**src/rtl/mux16b_pkg.sv**
```systemverilog
// -----------------------------------------------------------------------------
// mux16b_pkg
// Shared definitions for the 16-bit 8:1 word multiplexer slice.
//   WORD_W        : native datapath word width
//   word_t        : one datapath word
//   SEL_I0..I7    : select encodings {S2,S1,S0} for each data input
//   sel_onehot()  : 3-bit select -> 8-bit one-hot
// -----------------------------------------------------------------------------
package mux16b_pkg;

   localparam int WORD_W = 16;

   typedef logic [WORD_W-1:0] word_t;

   localparam logic [2:0] SEL_I0 = 3'd0;
   localparam logic [2:0] SEL_I1 = 3'd1;
   localparam logic [2:0] SEL_I2 = 3'd2;
   localparam logic [2:0] SEL_I3 = 3'd3;
   localparam logic [2:0] SEL_I4 = 3'd4;
   localparam logic [2:0] SEL_I5 = 3'd5;
   localparam logic [2:0] SEL_I6 = 3'd6;
   localparam logic [2:0] SEL_I7 = 3'd7;

   function automatic logic [7:0] sel_onehot(input logic [2:0] sel);
      sel_onehot = 8'h01 << sel;
   endfunction

endpackage

```
**src/rtl/mux16b_2to1.sv**
```systemverilog
// -----------------------------------------------------------------------------
// mux16b_2to1
// WIDTH-wide 2:1 multiplexer, the leaf cell of the 8:1 tree.
//   d0 : selected when s = 0
//   d1 : selected when s = 1
//   s  : select
//   y  : selected word (combinational)
// -----------------------------------------------------------------------------
module mux16b_2to1
   import mux16b_pkg::*;
#(
   parameter int WIDTH = WORD_W
) (
   input  logic [WIDTH-1:0] d0,
   input  logic [WIDTH-1:0] d1,
   input  logic             s,
   output logic [WIDTH-1:0] y
);

   assign y = s ? d1 : d0;

endmodule

```
**src/rtl/mux16b_8to1_sync.sv**
```systemverilog
// -----------------------------------------------------------------------------
// mux16b_8to1_sync
// 8-input word multiplexer with a combinational output and a registered copy.
//   clk      : system clock, rising edge
//   rst      : synchronous active-high reset, clears registered outputs only
//   I0..I7   : data inputs, I[k] selected when {S2,S1,S0} = k
//   S0/S1/S2 : select bits, S0 is the LSB
//   Y        : combinational selected word
//   Y_q      : Y registered one clock later
//   sel_oh   : registered one-hot of the select, aligned with Y_q
//              (only present when MUX_SEL_ONEHOT_EN is defined)
// Build option: MUX_SEL_ONEHOT_EN
// -----------------------------------------------------------------------------
module mux16b_8to1_sync
   import mux16b_pkg::*;
#(
   parameter int WIDTH = WORD_W
) (
   input  logic             clk,
   input  logic             rst,
   input  logic [WIDTH-1:0] I0,
   input  logic [WIDTH-1:0] I1,
   input  logic [WIDTH-1:0] I2,
   input  logic [WIDTH-1:0] I3,
   input  logic [WIDTH-1:0] I4,
   input  logic [WIDTH-1:0] I5,
   input  logic [WIDTH-1:0] I6,
   input  logic [WIDTH-1:0] I7,
   input  logic             S0,
   input  logic             S1,
   input  logic             S2,
   output logic [WIDTH-1:0] Y,
   output logic [WIDTH-1:0] Y_q
`ifdef MUX_SEL_ONEHOT_EN
   ,
   output logic [7:0]       sel_oh
`endif
);

   // Tree levels: 8 leaves -> 4 -> 2 -> 1. S0 resolves adjacent pairs,
   // S1 pairs of pairs, S2 picks the half at the root.
   logic [7:0][WIDTH-1:0] din;
   logic [3:0][WIDTH-1:0] lvl1;
   logic [1:0][WIDTH-1:0] lvl2;

   assign din = {I7, I6, I5, I4, I3, I2, I1, I0};

   genvar g;
   for (g = 0; g < 4; g++) begin : g_leaf
      mux16b_2to1 #(.WIDTH(WIDTH)) u_mux (
         .d0 (din[2*g]),
         .d1 (din[2*g+1]),
         .s  (S0),
         .y  (lvl1[g])
      );
   end

   for (g = 0; g < 2; g++) begin : g_mid
      mux16b_2to1 #(.WIDTH(WIDTH)) u_mux (
         .d0 (lvl1[2*g]),
         .d1 (lvl1[2*g+1]),
         .s  (S1),
         .y  (lvl2[g])
      );
   end

   mux16b_2to1 #(.WIDTH(WIDTH)) u_root (
      .d0 (lvl2[0]),
      .d1 (lvl2[1]),
      .s  (S2),
      .y  (Y)
   );

   // Registered copy; only edge-time values are captured, so any
   // mid-cycle glitch on the tree never reaches Y_q.
   always_ff @(posedge clk) begin
      if (rst) Y_q <= '0;
      else     Y_q <= Y;
   end

`ifdef MUX_SEL_ONEHOT_EN
   always_ff @(posedge clk) begin
      if (rst) sel_oh <= 8'h00;
      else     sel_oh <= sel_onehot({S2, S1, S0});
   end
`endif

endmodule

```
**config.mk**
```make
export PLATFORM = sky130hd
export DESIGN_NAME = mux16b_8to1_sync
export DESIGN_NICKNAME = d
export VERILOG_FILES = /design/src/rtl/mux16b_pkg.sv /design/src/rtl/mux16b_2to1.sv /design/src/rtl/mux16b_8to1_sync.sv
export SDC_FILE = /design/constraint.sdc
export NUM_CORES = 1
export LEC_CHECK = 0
export CORE_ASPECT_RATIO = 1.75
export CORE_MARGIN = 1
export CORE_UTILIZATION = 26
export CTS_CLUSTER_SIZE = 14
export DETAILED_ROUTE_END_ITERATION = 12
export MAX_ROUTING_LAYER = met4
export PLACE_DENSITY = 0.77
export SLEW_MARGIN = 40
export SYNTH_ARGS = -nofsm -noshare
export SYNTH_HDL_FRONTEND = slang
export SYNTH_SLANG_ARGS = --single-unit
```
**constraint.sdc**
```tcl
create_clock -name clk -period 1.35 [get_ports clk]
set_input_delay 0.2025 -clock clk [delete_from_list [all_inputs] [get_ports clk]]
set_output_delay 0.2025 -clock clk [all_outputs]
set_load 0.01 [all_outputs]
```
==> metrics.txt, run 1 <==
crit path kind=in2out; final WL=9.72 mm; XOR/XNOR Fraction of Synth Area=0%; Synth top area share=22.1%; clk root buf=clkbuf_8; worst hold path class=in2reg; initial core utilization=between 20 and 30%; Final Hold Viols=0; Most flops, register=Y_q; RSZ-0062 raised after global routing=yes; main combinational cell family by area after synthesis=multiplexers; clk buf depth=2; minimum clock period=1480 ps; type of element launching the critical path=primary input; Routability Congestion=between 0.7 and 0.8; CTS Buf Count=3; H-Tree Depth=1; outcome=finished, violations left; # nets final=~530; fin util=between 70 and 80%; Global Route Usage Sum=~30%; largest net degree at the start of global routing=14; post-synthesis compound-gate area fraction=between 20% and 30%; CTS tree=yes; mean post-synth cell area=approximately 9.6 um2; worst slew pin tran=~380 ps; Layout Cells excl Fill=469; Cell variety after synth=21; global-route wire length before repair=roughly 13 mm; commonest non-fill, non-tap cell in the layout=dlygate4sd2_1; number of flip-flops in the largest register=16; fraction of layout cells with a size suffix above 1=45.0%; biggest regs=Y_q (16); row count=37; Synth Warn #=0; Port-buffer cells=164; most frequent cells in the layout=dlygate4sd2_1, clkdlybuf4s50_1, buf_4; Synth Area in Simple Gates=about 10%; highest clock rate=just under 700 MHz; Synth Area in Adders=0%; Tcrit/Tclk final=110%; hold_ws=approximately 460 ps; Die H=about 110 um; Area Growth Syn to Fin=189%; placed cells=about 430; Avg Vias per Cell=5.04; GRT Residual Overflow=0; DRC=0; CP max FO=5; ANT cells=0; Crit path required time=~1200 ps; VDD IR max=0.371 mV; WP data arrival=1280 ps; sequential area share after synthesis=about a fifth; Final HPWL DP=between 5 and 6 mm; P per Cell Area=~550 nW/um2; Sinks on Clock Net=16; filler cell count=a little under 400; Setup crit end kind=output port; TritonRoute pass-1 iters=4; synth top area cells=mux2_2, dfxtp_1, mux2i_1; Die W=60.9 um; Clk pin slew, worst setup/hold paths=70 ps; DR iter-0 viols=91; Max Cap Viol=0; initial antenna violation count=0; vias in the first global route=~2600; Multi-input gate area=~1600 um2; post-synthesis mux area share=40.6%; failing checks=negative setup slack; IO Pins=165; Core ar.=slightly below 6000 um2; die area=6400 um2; Storage cell area=320 um2; Rel. slew slack=74.5%; post-synth top area cell=mux2_2; Netlist Area Pre-Place=between 1500 and 2000 um2; cells after synthesis=164; DR WL/cell=20.7 um; DRT antenna net count=0; Leak=0.00237 uW; Yosys reg bits=16; Worst Setup Slack, final=-131 ps; setup violators final=16; fin. max-slew vios=0; DR vias=2362; setup TNS=-1010 ps; syn_nets=297
## report_power, final
part	internal (uW)	switching, uW	total, uW	leakage, uW
logic	944	584	1530	0.00221
clock network	260	195	455	0.0000288
registers	517	13.8	531	0.000134
## worst paths after layout
path | from | end | slack [ps] | cells past startpoint
setup / recovery | S0 | Y[15] | -130 | 7
hold / removal | I3[1] | Y_q[1]$_SDFF_PP0_ | 460 | 4
## metal layers
| layer | track usage (%) | vias to the layer above | wire (um) |
|---|---|---|---|
| li1 | - | 1099 | - |
| met1 | 28.3 | 1093 | 3200 |
| met2 | 56.0 | 139 | 5550 |
| met3 | 3.34 | 31 | 558 |
| met4 | 14.4 | 0 | 408 |
| met5 | - | - | 0 |
## stage by stage
step | setup slack, ps | total power [uW] | area [um2]
after floorplan | -18.3 | 962 | 1580
after global routing | -151 | 2610 | 4560
after detailed placement | -1240 | 1700 | 3490
after CTS | -116 | 2440 | 4340
after global placement | -1210 | 1690 | 3490
final | -131 | 2510 | 4560
## cells by family after synthesis
kind of cell | after synthesis
flip-flops | 16
buffers and inverters | 15
multiplexers | 60
AO/OA/AOI/OAI | 40
AND/OR/NAND/NOR | 33
## critical path, stage by stage
cell     delay, ps
buf_16         130
buf_16         140
buf_6          110
mux2_4         310
o22ai_4        180
nor2_1          70
buf_2          140
## synth_stat cells
cell	number
mux2_1	1
a2111oi_2	1
nand2b_1	2
buf_12	3
nand2_1	1
a22o_1	12
buf_4	1
nor3_1	11
a211oi_1	8
o22ai_2	2
o22ai_1	14
mux2_2	31
dfxtp_1	16
nor2_1	13
buf_2	2
clkbuf_1	6
mux2i_1	28
nor3_2	1
buf_6	3
a2111oi_1	3
nor2b_1	5
## layout make-up
class                      count  area share (%)
timing repair buffer         237            54.1
tap                           78            2.14
multi-input combinational    134            35.6
clock buffer                   4            1.21
sequential                    16            7.02
## repair_timing
action / 4_1_cts / 5_1_grt
hold buffers: 0 / 0
resized for setup: 230 / 58
pin swaps: 37 / 24
cloned: 10 / 1
buffers inserted: 26 / 6
setup endpoints to repair: 32 / 23
Power figures use the tool's default switching activity.
==> inputs of run 2 (changes only) <==
--- a/config.mk
+++ b/config.mk
@@ -10,6 +10,7 @@
 export CORE_UTILIZATION = 26
 export CTS_CLUSTER_SIZE = 14
 export DETAILED_ROUTE_END_ITERATION = 12
+export HOLD_SLACK_MARGIN = 0.08
 export MAX_ROUTING_LAYER = met4
 export PLACE_DENSITY = 0.77
 export SLEW_MARGIN = 40
==> results of run 2 <==
No change in the layout: final DEF, timing and power equal those of run 1.
==> inputs of run 3 (changes only) <==
--- a/config.mk
+++ b/config.mk
@@ -7,12 +7,13 @@
 export LEC_CHECK = 0
 export CORE_ASPECT_RATIO = 1.75
 export CORE_MARGIN = 1
-export CORE_UTILIZATION = 26
+export CORE_UTILIZATION = 27
+export CTS_BUF_LIST = sky130_fd_sc_hd__clkbuf_4 sky130_fd_sc_hd__clkbuf_8
 export CTS_CLUSTER_SIZE = 14
 export DETAILED_ROUTE_END_ITERATION = 12
 export HOLD_SLACK_MARGIN = 0.08
 export MAX_ROUTING_LAYER = met4
-export PLACE_DENSITY = 0.77
+export PLACE_DENSITY = 0.8
 export SLEW_MARGIN = 40
 export SYNTH_ARGS = -nofsm -noshare
 export SYNTH_HDL_FRONTEND = slang
==> metrics.txt, run 3 (synthesized netlist as in run 1, its figures left out) <==
type of element launching the critical path=primary input; commonest non-fill, non-tap cell in the layout=dlygate4sd2_1; fraction of layout cells with a size suffix above 1=44.1% (-0.88 points); Leak=0.00222 uW (-6.6%); P per Cell Area=547 nW/um2 (-0.68%); number of flip-flops in the largest register=16 (unchanged); GRT Residual Overflow=0 (unchanged); Area Growth Syn to Fin=181%; Final Hold Viols=0 (unchanged); clk root buf=clkbuf_8; highest clock rate=707 MHz (+4.7%); DRT antenna net count=0 (unchanged); WP data arrival=1210 ps (-70 ps); fin. max-slew vios=0 (unchanged); Most flops, register=Y_q; Clk pin slew, worst setup/hold paths=60 ps (about the same); row count=36 (-2.7%); failing checks=negative setup slack; Storage cell area=320 um2 (unchanged); RSZ-0062 raised after global routing=yes; Port-buffer cells=164 (unchanged); worst slew pin tran=380 ps (-1.30 ps); IO Pins=165 (unchanged); Layout Cells excl Fill=468 (-0.21%); most frequent cells in the layout=dlygate4sd2_1, clkdlybuf4s50_1, buf_4; Max Cap Viol=0 (unchanged); DRC=0 (unchanged); hold_buf cts=0 (unchanged); ANT cells=0 (unchanged); Crit path required time=1150 ps (about the same); Avg Vias per Cell=4.98 (-1.1%); H-Tree Depth=1 (unchanged); Global Route Usage Sum=26.3% (-3.6 points); HP Start=I0[14]; Rel. slew slack=74.6% (+0.097 points); setup violators final=16 (unchanged); Worst Hold Path EP=Y_q[14]$_SDFF_PP0_; DR iter-0 viols=59 (-35%); Sinks on Clock Net=16 (unchanged); die area=6170 um2 (-3.6%); Worst Setup Slack, final=-64.7 ps (+66.5 ps); Routability Congestion=0.863 (+8.1%); vias in the first global route=2537 (-0.82%); Setup crit end kind=output port; crit path kind=in2out; Multi-input gate area=1600 um2 (-1.8%); biggest regs=Y_q (16); TritonRoute pass-1 iters=4 (unchanged); global-route wire length before repair=11.5 mm (-13%); pre-CTS setup slack=-1210 ps (+30.6 ps); VDD IR max=0.314 mV (-15%); largest net degree at the start of global routing=16 (+2); Tcrit/Tclk final=105% (-4.9 points); clk buf depth=2 (unchanged); minimum clock period=1410 ps (-66.5 ps); outcome=finished, violations left; DR vias=2331 (-1.3%); final WL=8.60 mm (-12%); Final HPWL DP=5.75 mm (+1.6%); # nets final=526 (+0.19%); Die W=59.8 um (-1.8%); CTS Buf Count=3 (unchanged); DR WL/cell=18.4 um (-11%); worst hold path class=in2reg; initial core utilization=28.3% (+1.4 points); CP max FO=8 (+3); placed cells=434 (+2.1%); Die H=103 um (-1.8%); initial antenna violation count=0 (unchanged); filler cell count=383 (-1.8%); Core ar.=5590 um2 (-5.0%); WHS Path Cells=4 (unchanged); CTS tree=yes
## run 3: changes by cell type in the layout (fill, tap and decap cells not counted), moves of 2 or more
cell	previous run	this run
mux2i_2	8	6
dlygate4sd2_1	54	63
buf_16	6	3
mux2i_1	18	21
buf_12	8	10
clkdlybuf4s50_1	51	57
buf_6	10	14
dlymetal6s2s_1	40	25
bufbuf_16	2	0
## run 3: where the power goes
part / switching, uW / leakage (uW) / total, uW / internal, uW
logic: 553 / 0.00205 / 1460 / 908
registers: 10.2 / 0.000134 / 527 / 517
clock network: 178 / 0.0000288 / 436 / 259
total: 740 / 0.00222 / 2420 / 1680
## run 3: through the flow
step	hold WS (ps)	total power, uW	setup TNS [ps]	utilization, %	cell area, um2
detailed placement	888	1720	-28470	63.7	3560
global route	480	2530	-1380	79.3	4430
floorplan	271	962	-110	-	1580
CTS	551	2310	-766	73.6	4110
global placement	896	1700	-28160	63.7	3560
finish	454	2420	-722	79.3	4430
## run 3: repair_timing
item / CTS / global route
pin swaps: 42 / 30
hold endpoints to repair: 0 / 0
setup endpoints to repair: 32 / 19
gates cloned: 3 / 2
buffers inserted: 18 / 8
gates resized for setup: 233 / 53
## run 3: worst max-delay path by stage
stage,startpoint,to,cells past startpoint
after detailed placement,S2,Y[6],6
after global placement,S1,Y[6],5
after CTS,S0,Y[4],6
after floorplan,S0,Y[10],6
final,S0,Y[5],7
after global routing,S1,Y[7],8
## run 3: per-layer routing
metal / global-route usage (%) / wire [um] / vias up
met5: - / 0 / -
li1: - / - / 1094
met4: 10.2 / 263 / 0
met1: 22.6 / 2700 / 1103
met2: 53.8 / 5230 / 116
met3: 3.39 / 401 / 18
## run 3: layout make-up
class,count,area share (%)
multi-input combinational,134,36.0
clock buffer,4,1.24
timing repair buffer,238,53.4
tap,76,2.15
sequential,16,7.23
## run 3: worst max-delay path: stages
cell	delay (ps)
buf_16	140
buf_16	150
buf_6	120
mux2i_1	120
a22o_1	200
nor2_1	130
buf_2	150
